## src/rtl/cordic_iter_engine_if.sv

```systemverilog
// ----------------------------------------------------------------------------
// cordic_iter_engine_if
//   Handshake bundle between an operand producer/result consumer and the
//   iterative CORDIC engine.
//
//   Producer side : mode, in_valid, x_in, y_in, z_in -> engine; in_ready back.
//   Consumer side : out_valid, x_out, y_out, z_out, busy -> consumer;
//                   out_ready back.
//
//   master : the producer/consumer (testbench or surrounding logic)
//   slave  : the engine
// ----------------------------------------------------------------------------
interface cordic_iter_engine_if #(
  parameter int WIDTH = 32
);
  logic                    mode;
  logic                    in_valid;
  logic                    in_ready;
  logic signed [WIDTH-1:0] x_in;
  logic signed [WIDTH-1:0] y_in;
  logic signed [WIDTH-1:0] z_in;
  logic                    out_valid;
  logic                    out_ready;
  logic signed [WIDTH-1:0] x_out;
  logic signed [WIDTH-1:0] y_out;
  logic signed [WIDTH-1:0] z_out;
  logic                    busy;

  modport master (
    output mode, in_valid, x_in, y_in, z_in, out_ready,
    input  in_ready, out_valid, x_out, y_out, z_out, busy
  );

  modport slave (
    input  mode, in_valid, x_in, y_in, z_in, out_ready,
    output in_ready, out_valid, x_out, y_out, z_out, busy
  );
endinterface

```

## src/rtl/cordic_iter_engine.sv

```systemverilog
// ----------------------------------------------------------------------------
// cordic_iter_engine
//   Iterative CORDIC: one micro-rotation per clock through a single
//   shift-add stage. Rotation mode drives z toward 0, vectoring mode drives
//   y toward 0. An operation takes ITER clocks of RUN, then the result is
//   presented in DONE until the consumer takes it.
//
// Ports
//   clk            rising-edge clock
//   rst            synchronous reset, active-high
//   bus (slave)    mode/in_valid/in_ready/x_in/y_in/z_in   operand handshake
//                  out_valid/out_ready/x_out/y_out/z_out   result handshake
//                  busy                                    high in RUN or DONE
//
// Parameters
//   WIDTH  datapath width, 8..32; angle scale 2^(WIDTH-1) = pi
//   ITER   micro-rotations per operation, 1..min(WIDTH-1,24)
// ----------------------------------------------------------------------------
module cordic_iter_engine #(
  parameter int WIDTH = 32,
  parameter int ITER  = 16
) (
  input logic           clk,
  input logic           rst,
  cordic_iter_engine_if.slave bus
);

  localparam int               CNT_W = (ITER > 1) ? $clog2(ITER) : 1;
  localparam logic [CNT_W-1:0] LAST  = CNT_W'(ITER - 1);

  typedef enum logic [1:0] {
    S_IDLE,
    S_RUN,
    S_DONE
  } state_e;

  state_e                  state_q, state_d;
  logic [CNT_W-1:0]        cnt_q, cnt_d;
  logic                    mode_q, mode_d;
  logic signed [WIDTH-1:0] x_q, x_d;
  logic signed [WIDTH-1:0] y_q, y_d;
  logic signed [WIDTH-1:0] z_q, z_d;
  logic signed [WIDTH-1:0] xo_q, xo_d;
  logic signed [WIDTH-1:0] yo_q, yo_d;
  logic signed [WIDTH-1:0] zo_q, zo_d;

  logic                    d_pos;
  logic signed [31:0]      atan32;
  logic signed [WIDTH-1:0] atan_w;
  logic signed [WIDTH-1:0] x_sh, y_sh;
  logic signed [WIDTH-1:0] x_step, y_step, z_step;

  // round(atan(2^-i)/pi * 2^31); pi maps to 2^31 at full 32-bit width.
  function automatic logic [31:0] atan_rom(input logic [4:0] idx);
    case (idx)
      5'd0:    atan_rom = 32'h2000_0000;
      5'd1:    atan_rom = 32'h12E4_051E;
      5'd2:    atan_rom = 32'h09FB_385B;
      5'd3:    atan_rom = 32'h0511_11D4;
      5'd4:    atan_rom = 32'h028B_0D43;
      5'd5:    atan_rom = 32'h0145_D7E1;
      5'd6:    atan_rom = 32'h00A2_F61E;
      5'd7:    atan_rom = 32'h0051_7C55;
      5'd8:    atan_rom = 32'h0028_BE53;
      5'd9:    atan_rom = 32'h0014_5F2F;
      5'd10:   atan_rom = 32'h000A_2F98;
      5'd11:   atan_rom = 32'h0005_17CC;
      5'd12:   atan_rom = 32'h0002_8BE6;
      5'd13:   atan_rom = 32'h0001_45F3;
      5'd14:   atan_rom = 32'h0000_A2FA;
      5'd15:   atan_rom = 32'h0000_517D;
      5'd16:   atan_rom = 32'h0000_28BE;
      5'd17:   atan_rom = 32'h0000_145F;
      5'd18:   atan_rom = 32'h0000_0A30;
      5'd19:   atan_rom = 32'h0000_0518;
      5'd20:   atan_rom = 32'h0000_028C;
      5'd21:   atan_rom = 32'h0000_0146;
      5'd22:   atan_rom = 32'h0000_00A3;
      5'd23:   atan_rom = 32'h0000_0051;
      default: atan_rom = 32'h0000_0000;
    endcase
  endfunction

  // Narrower datapaths keep the top WIDTH bits of the 32-bit angle table.
  assign atan32 = $signed(atan_rom(5'(cnt_q)));
  assign atan_w = WIDTH'(atan32 >>> (32 - WIDTH));

  // Direction: rotation steps toward z=0 (d=+1 only for z>0), vectoring
  // toward y=0 (d=+1 only for y<0); a zero residual always picks d=-1.
  assign d_pos = mode_q ? y_q[WIDTH-1] : (~z_q[WIDTH-1] & (|z_q));

  assign x_sh   = x_q >>> cnt_q;
  assign y_sh   = y_q >>> cnt_q;
  assign x_step = d_pos ? (x_q - y_sh)   : (x_q + y_sh);
  assign y_step = d_pos ? (y_q + x_sh)   : (y_q - x_sh);
  assign z_step = d_pos ? (z_q - atan_w) : (z_q + atan_w);

  always_comb begin
    state_d = state_q;
    cnt_d   = cnt_q;
    mode_d  = mode_q;
    x_d     = x_q;
    y_d     = y_q;
    z_d     = z_q;
    xo_d    = xo_q;
    yo_d    = yo_q;
    zo_d    = zo_q;
    case (state_q)
      S_IDLE: begin
        if (bus.in_valid) begin
          mode_d  = bus.mode;
          x_d     = bus.x_in;
          y_d     = bus.y_in;
          z_d     = bus.z_in;
          cnt_d   = '0;
          state_d = S_RUN;
        end
      end
      S_RUN: begin
        x_d = x_step;
        y_d = y_step;
        z_d = z_step;
        if (cnt_q == LAST) begin
          xo_d    = x_step;
          yo_d    = y_step;
          zo_d    = z_step;
          cnt_d   = '0;
          state_d = S_DONE;
        end else begin
          cnt_d = cnt_q + CNT_W'(1);
        end
      end
      S_DONE: begin
        if (bus.out_ready) begin
          state_d = S_IDLE;
        end
      end
      default: state_d = S_IDLE;
    endcase
  end

  // Control and visible result registers.
  always_ff @(posedge clk) begin
    if (rst) begin
      state_q <= S_IDLE;
      cnt_q   <= '0;
      xo_q    <= '0;
      yo_q    <= '0;
      zo_q    <= '0;
    end else begin
      state_q <= state_d;
      cnt_q   <= cnt_d;
      xo_q    <= xo_d;
      yo_q    <= yo_d;
      zo_q    <= zo_d;
    end
  end

  // Working datapath registers; always reloaded on accept, so no reset.
  always_ff @(posedge clk) begin
    mode_q <= mode_d;
    x_q    <= x_d;
    y_q    <= y_d;
    z_q    <= z_d;
  end

  assign bus.in_ready  = (state_q == S_IDLE);
  assign bus.out_valid = (state_q == S_DONE);
  assign bus.busy      = (state_q != S_IDLE);
  assign bus.x_out     = xo_q;
  assign bus.y_out     = yo_q;
  assign bus.z_out     = zo_q;

endmodule
```

## src/flat_wrapper.sv

```systemverilog
// flat-port wrapper written by rule: the top's interface ports become plain ports
module cordic_iter_engine_flat 
#(
  parameter int WIDTH = 32,
  parameter int ITER  = 16
)
  (clk, rst, bus_mode, bus_in_valid, bus_x_in, bus_y_in, bus_z_in, bus_out_ready, bus_in_ready, bus_out_valid, bus_x_out, bus_y_out, bus_z_out, bus_busy);
  cordic_iter_engine_if #(.WIDTH(WIDTH)) bus_i ();
  input logic clk;
  input logic rst;
  input wire logic [$bits(bus_i.mode)-1:0] bus_mode;
  input wire logic [$bits(bus_i.in_valid)-1:0] bus_in_valid;
  input wire logic [$bits(bus_i.x_in)-1:0] bus_x_in;
  input wire logic [$bits(bus_i.y_in)-1:0] bus_y_in;
  input wire logic [$bits(bus_i.z_in)-1:0] bus_z_in;
  input wire logic [$bits(bus_i.out_ready)-1:0] bus_out_ready;
  output wire logic [$bits(bus_i.in_ready)-1:0] bus_in_ready;
  output wire logic [$bits(bus_i.out_valid)-1:0] bus_out_valid;
  output wire logic [$bits(bus_i.x_out)-1:0] bus_x_out;
  output wire logic [$bits(bus_i.y_out)-1:0] bus_y_out;
  output wire logic [$bits(bus_i.z_out)-1:0] bus_z_out;
  output wire logic [$bits(bus_i.busy)-1:0] bus_busy;
  assign bus_i.mode = bus_mode;
  assign bus_i.in_valid = bus_in_valid;
  assign bus_i.x_in = bus_x_in;
  assign bus_i.y_in = bus_y_in;
  assign bus_i.z_in = bus_z_in;
  assign bus_i.out_ready = bus_out_ready;
  assign bus_in_ready = bus_i.in_ready;
  assign bus_out_valid = bus_i.out_valid;
  assign bus_x_out = bus_i.x_out;
  assign bus_y_out = bus_i.y_out;
  assign bus_z_out = bus_i.z_out;
  assign bus_busy = bus_i.busy;
  cordic_iter_engine #(.WIDTH(WIDTH), .ITER(ITER)) u_core (.clk(clk), .rst(rst), .bus(bus_i));
endmodule
```

## config.mk

```make
export PLATFORM = sky130hd
export DESIGN_NAME = cordic_iter_engine_flat
export DESIGN_NICKNAME = d
export VERILOG_FILES = /design/src/rtl/cordic_iter_engine_if.sv /design/src/rtl/cordic_iter_engine.sv /design/src/flat_wrapper.sv
export SDC_FILE = /design/constraint.sdc
export NUM_CORES = 1
export LEC_CHECK = 0
export ABC_CLOCK_PERIOD_IN_PS = 6700
export CAP_MARGIN = 10
export CORE_MARGIN = 3
export CORE_UTILIZATION = 30
export DETAILED_ROUTE_END_ITERATION = 6
export REMOVE_ABC_BUFFERS = 1
export SYNTH_ARGS = -nofsm -noshare
export SYNTH_HDL_FRONTEND = slang
export SYNTH_SLANG_ARGS = --single-unit
```

## constraint.sdc

```tcl
create_clock -name clk -period 6.7 [get_ports clk]
set_clock_uncertainty 0.15 [all_clocks]
set_input_delay 1.34 -clock clk [delete_from_list [all_inputs] [get_ports clk]]
set_output_delay 1.34 -clock clk [all_outputs]
set_load 0.01 [all_outputs]
```

==> out/results.ini, run 1 <==
[yosys]
synth_compound_area_share_pct = 22.2
syn-cell-area_um2 = 19700
ys_seq_area_share_pct = 28.2
synth_adder_area_share_pct = 7.35
synthCells = 2302
ys.flop_type = dfxtp_1
yosys.area_share.xor_xnor_pct = 7.37
synth_top_family_by_area = compound AO/OA/AOI/OAI gates
yosys_warnings = 0
ys_ff_latch = 229
synth_cell_types = 97
synth-simple-area-share_pct = 17.5
async_reset_ff_share_pct = 0
synth-edff-count = 97
synth_mux_area_share_pct = 12.4
avgSynthCellArea_um2 = 8.57

[global_route]
busiest_layer = met2
first_global_vias = 18300
globalRouteOverflowTotal = 0
grt_max_degree = 83
antenna_found_initial = 1
globalRouteMet1Util_pct = 24.7
grtUsageMet2_pct = 34.4
grt_use_total_pct = 19.3
grt_util_met3_pct = 1.97
grt_pass1_wl_um = 107000

[clock_tree]
cts.clk_slew.worst_paths_ps = 60
htree_levels = 1
hold_buffers = 0
clock_latency_ps = 600
clockRootBuffer = clkbuf_16
clockBufferDepth = 3
cts_buffers = 30
cts.sinks = 229
tritoncts = yes

[critical_path]
worst-path-max-fanout = 15
startpoint_type = register
required_ps = 6860
r2r-start = u_core.cnt_q[2]
r2r_slack_ps = 500
crit_type = reg2reg
crit_start = u_core.cnt_q[2]
crit_end = u_core.x_q[30]
cp-end-kind = register
arrival_ps = 6360
reg2reg_to = u_core.x_q[30]
ff2ff_path_depth = 19

[power]
switching_share_pct = 45.4
irDropWorstVdd_mv = 0.207
net-switching-power_uw = 4110
p_leak_uw = 0.00903
power_frac_seq_pct = 22.9
clkPwrFrac_pct = 20.4
comb_power_share_pct = 56.7
intPower_uw = 4930
power_density_nw_per_um2 = 383

[cells_and_area]
layout_common_cells = nand2_1 (324), o21ai_0 (210), clkdlybuf4s50_1 (198), a21oi_1 (188), nor2_1 (175)
drive_gt1_share_pct = 9.18
diodes = 0
final_cell_area_um2 = 23600
fin_util_pct = 36.5
nets = 2665
stdcell_count = 3329
final_common_cell = nand2_1
areaGrowthSynthToFinish_pct = 19.7

[drt]
drt_iter0_drc = 1165
via_count = 18400
via_per_inst = 5.53
route.detailed.drc = 0
wl_per_cell_um = 21.0
routed_wl_um = 69800
firstDrtPassIters = 5
ant_nets = 0

[timing]
min_period_ps = 6200
worst_slew_pin_slew_ps = 1050
maxSlewHeadroom_pct = 30.3
fin_crit_sh_pct = 92.5
rsz0062_at_grt = false
setup_viol = 0
fmax_mhz = 161
finalHoldViolCount = 0
slew_violations = 0

[place]
dp_hpwl_um = 52100
io_buffers = 199
place.gp.congestion = 0.927
place_area_um2 = 22400
post-place-cells = 3271

[floorplan]
die-area_um2 = 68800
initial_utilization_pct = 30.5
coreArea_um2 = 64700
die_w_um = 262
dieHeight_um = 262
rows = 93
top_level_ports = 200

[job]
maxCapViolations = 0

[min_path]
hold_class = reg2reg

[run_status]
status = finished, final reports clean

## area by class of cell
cell class / count / area (µm²)
tap: 855 / 1070
clock inverter: 17 / 279
multi-input combinational: 1888 / 13200
inverter: 56 / 211
clock buffer: 39 / 857
sequential: 229 / 5570
timing repair buffer: 245 / 2380
fill: 6728 / 41100
## state kept, by name, indices dropped and copies added, names as in the netlist
register,cells
u_core.atan32,30
u_core.bus.x_out,32
u_core.bus.y_out,32
u_core.bus.z_out,32
u_core.cnt_q,4
u_core.mode_q,1
u_core.state_q,2
u_core.x_q,32
u_core.y_q,32
u_core.z_q,32
## synth_stat cells (19+ instances only)
| library cell | n | share of area (%) |
|---|---|---|
| a211oi_1 | 26 | 0.99 |
| a21o_1 | 43 | 1.6 |
| a21oi_1 | 188 | 4.8 |
| a31oi_1 | 29 | 0.92 |
| and2_1 | 38 | 1.2 |
| clkbuf_1 | 75 | 1.4 |
| dfxtp_1 | 132 | 13 |
| edfxtp_1 | 97 | 15 |
| ha_1 | 111 | 7.0 |
| inv_1 | 52 | 0.99 |
| mux2_2 | 27 | 1.5 |
| mux2i_1 | 63 | 3.2 |
| mux4_2 | 48 | 5.5 |
| nand2_1 | 324 | 6.2 |
| nand3_1 | 43 | 1.1 |
| nand4_1 | 19 | 0.60 |
| nor2_1 | 176 | 3.4 |
| nor3_1 | 26 | 0.66 |
| o211ai_1 | 24 | 0.91 |
| o21ai_0 | 210 | 5.3 |
| o21bai_1 | 19 | 0.72 |
| xnor2_1 | 78 | 3.5 |
| xor2_1 | 88 | 3.9 |
## per-stage QoR
step                      setup WS [ps]  power [µW]  hold slack [ps]  TNS (ps)
after floorplan                   -1400        5720              324    -53900
after global placement              441        7090              293         0
after detailed placement            317        7140              298         0
after CTS                           278        9050              308         0
after global routing               11.0        9710              333         0
final                               504        9040              303         0
## layer usage
metal  share of wire [%]  up-vias
met5                   0        -
met4                 3.4        0
met3                 4.3      117
met2                  49      552
met1                  43     8923
li1                    -     8809
## power groups by stage
stage | Sequential, µW | Clock (µW) | Combinational, µW
after detailed placement | 2080 | 0 | 5060
final | 2070 | 1850 | 5120
after floorplan | 1880 | 0 | 3830
after global routing | 2080 | 1950 | 5680
after CTS | 2060 | 1890 | 5100
after global placement | 2090 | 0 | 5000
## worst min-delay path by stage
stage / startpoint / to / depth (start not counted)
2_1_floorplan: u_core.bus.x_out[19] / u_core.bus.x_out[19] / 2
3_3_place_gp: u_core.bus.x_out[3] / u_core.bus.x_out[3] / 2
3_5_place_dp: u_core.bus.y_out[0] / u_core.bus.y_out[0] / 2
4_1_cts: u_core.bus.z_out[27] / u_core.bus.z_out[27] / 2
5_1_grt: u_core.bus.x_out[25] / u_core.bus.x_out[25] / 2
6_report: u_core.bus.z_out[27] / u_core.bus.z_out[27] / 2
## kinds of logic (layout without fill, tap and decap cells)
family,after synthesis,count (layout)
buffers and inverters,185,357
adder cells (fa/ha/maj),114,114
XOR/XNOR,166,166
multiplexers,158,158
flip-flops,229,229
AND/OR/NAND/NOR,747,747
AO/OA/AOI/OAI,703,703
## what timing repair did
action | CTS | global route
hold endpoints to repair | 0 | 0
gates resized for setup | 0 | 2
endpoints found under the setup margin | 0 | 2
buffers inserted | 0 | 2
## critical path: stages, from the launching register on
cell and delay [ps]:
dfxtp_2 620, mux4_2 590, mux2i_1 400, nand3_1 260, nor4b_4 470, nand2_1 100, nor2_1 150, nand2_1 90
a221o_1 300, o21ai_0 90, ha_1 330, a21o_1 200, a311oi_1 230, a21boi_0 360, o211ai_1 170, a31oi_1 350
o21ai_0 190, o41ai_1 560, xor2_1 180, o21ai_0 90
Note: power is estimated with default switching activity, not from simulation.
==> run 2: changes to the inputs <==
- SETUP_SLACK_MARGIN: unset -> 0.5
==> out/results.ini, run 2 (synthesis gave the netlist of run 1 again) <==
[critical_path]
r2r_slack_ps = 760
path_cells = buf_4 -> buf_4 -> mux4_1 -> mux2_2 -> a2111oi_1 -> nor2b_1 -> and4_1 -> nor2b_1 -> nor2_1 -> xnor2_1 -> ha_1 -> a21oi_1 -> o211ai_1 -> a31oi_1 -> o21ai_0 -> o41ai_2 -> xor2_1 -> o21ai_0
ff2ff_path_depth = 18
crit_type = reg2reg
r2r-start = u_core.cnt_q[1]
crit_slowest_cell = mux4_1
required_ps = 6860
cp-end-kind = register
reg2reg_to = u_core.x_q[30]
cp_slowest_stage_delay_ps = 680
arrival_ps = 6090
startpoint_type = register
worst-path-max-fanout = 17

[timing]
rsz0062_at_grt = true
setup_viol = 0
timing.setup.tns_ps = 0
finalHoldViolCount = 0
slew_violations = 0
fin_hold_ws_ps = 303
min_period_ps = 5940
fin_crit_sh_pct = 88.6
maxSlewHeadroom_pct = 31.8
fmax_mhz = 168
worst_slew_pin_slew_ps = 1020

[power]
p_leak_uw = 0.00910
power_density_nw_per_um2 = 382
irDropWorstVdd_mv = 0.207

[cells_and_area]
fin_util_pct = 36.7
diodes = 0
final_common_cell = nand2_1
areaGrowthSynthToFinish_pct = 20.3
layout_common_cells = nand2_1 (324), o21ai_0 (210), clkdlybuf4s50_1 (198), a21oi_1 (188), nor2_1 (175)
nets = 2676
drive_gt1_share_pct = 9.86
num-fill-cells = 6724
stdcell_count = 3340

[floorplan]
die_w_um = 262
initial_utilization_pct = 30.5
dieHeight_um = 262
top_level_ports = 200
die-area_um2 = 68800
coreArea_um2 = 64700
rows = 93

[drt]
ant_nets = 0
via_count = 18500
routed_wl_um = 70100
drt_iter0_drc = 1353
wl_per_cell_um = 21.0
route.detailed.drc = 0
via_per_inst = 5.53
firstDrtPassIters = 7

[global_route]
globalRouteMet1Util_pct = 24.7
grt_pass1_wl_um = 108000
globalRouteOverflowTotal = 0
antenna_found_initial = 1
grtUsageMet2_pct = 34.4
grt_max_degree = 83
grt_use_total_pct = 19.4
grt_util_met3_pct = 2.05
busiest_layer = met2
first_global_vias = 18400

[min_path]
hold_class = reg2reg
hold_start = u_core.bus.z_out[27]
whs_path_depth = 2
hold_end = u_core.bus.z_out[27]

[clock_tree]
clockRootBuffer = clkbuf_16
cts.sinks = 229
cts.clk_slew.worst_paths_ps = 60
clock_latency_ps = 610
htree_levels = 1
cts_buffers = 30
tritoncts = yes
clockBufferDepth = 3

[run_status]
status = finished, final reports clean

[job]
maxCapViolations = 0

[place]
io_buffers = 199
post-place-cells = 3271
place.gp.congestion = 0.927
dp_hpwl_um = 52100

[run 2: worst max-delay path: cells and delay by family, from the launching register on]
kind                     cells  cell delay, ps
adder cells (fa/ha/maj)      1             380
AND/OR/NAND/NOR              4            1010
flip-flops                   1             460
multiplexers                 2            1000
buffers and inverters        2             420
AO/OA/AOI/OAI                7            1930
XOR/XNOR                     2             300
[run 2: layout make-up]
cell class / count / area [µm²] / share of cell area (%)
flip-flops and latches: 229 / 5570 / 23.5
repair buffers: 255 / 2470 / 10.4
clock inverters: 17 / 279 / 1.18
repair inverters: 1 / 5.00 / 0.0211
well taps: 855 / 1070 / 4.51
multi-input cells: 1888 / 13300 / 55.9
inverters: 56 / 215 / 0.907
clock buffers: 39 / 857 / 3.61
[run 2: per-stage QoR]
step	cell area (µm²)	worst slack, ps	total power (µW)
floorplan	19000	-1400	5720
finish	23700	763	9060
CTS	23600	557	9050
global route	23700	465	9730
detailed placement	22400	317	7140
global placement	22400	441	7090
[run 2: where the power goes]
| part | total (µW) | internal (µW) | switching (µW) |
|---|---|---|---|
| registers | 2070 | 1690 | 373 |
| clock network | 1850 | 1140 | 705 |
| logic | 5140 | 2110 | 3040 |
[run 2: worst max-delay path by stage]
stage / slack [ps] / start / end
after floorplan: -1400 / u_core.cnt_q[1] / u_core.x_q[30]
after global placement: 440 / u_core.cnt_q[1] / u_core.x_q[30]
after detailed placement: 320 / u_core.cnt_q[1] / u_core.x_q[30]
after CTS: 560 / u_core.cnt_q[1] / u_core.x_q[30]
after global routing: 470 / u_core.cnt_q[1] / u_core.x_q[30]
final: 760 / u_core.cnt_q[1] / u_core.x_q[30]
[run 2: repair_timing]
| item | in CTS | in global routing |
|---|---|---|
| resized for setup | 1 | 11 |
| setup buffers | 2 | 10 |
| pin swaps | 0 | 0 |
| setup endpoints to repair | 2 | 15 |
| hold buffers | 0 | 0 |
| gates cloned | 0 | 1 |
[run 2: routing by layer]
layer / up-vias / part of all wire [%]
li1: 8832 / -
met1: 8965 / 43
met2: 560 / 49
met3: 125 / 4.4
met4: 0 / 3.5
met5: - / 0
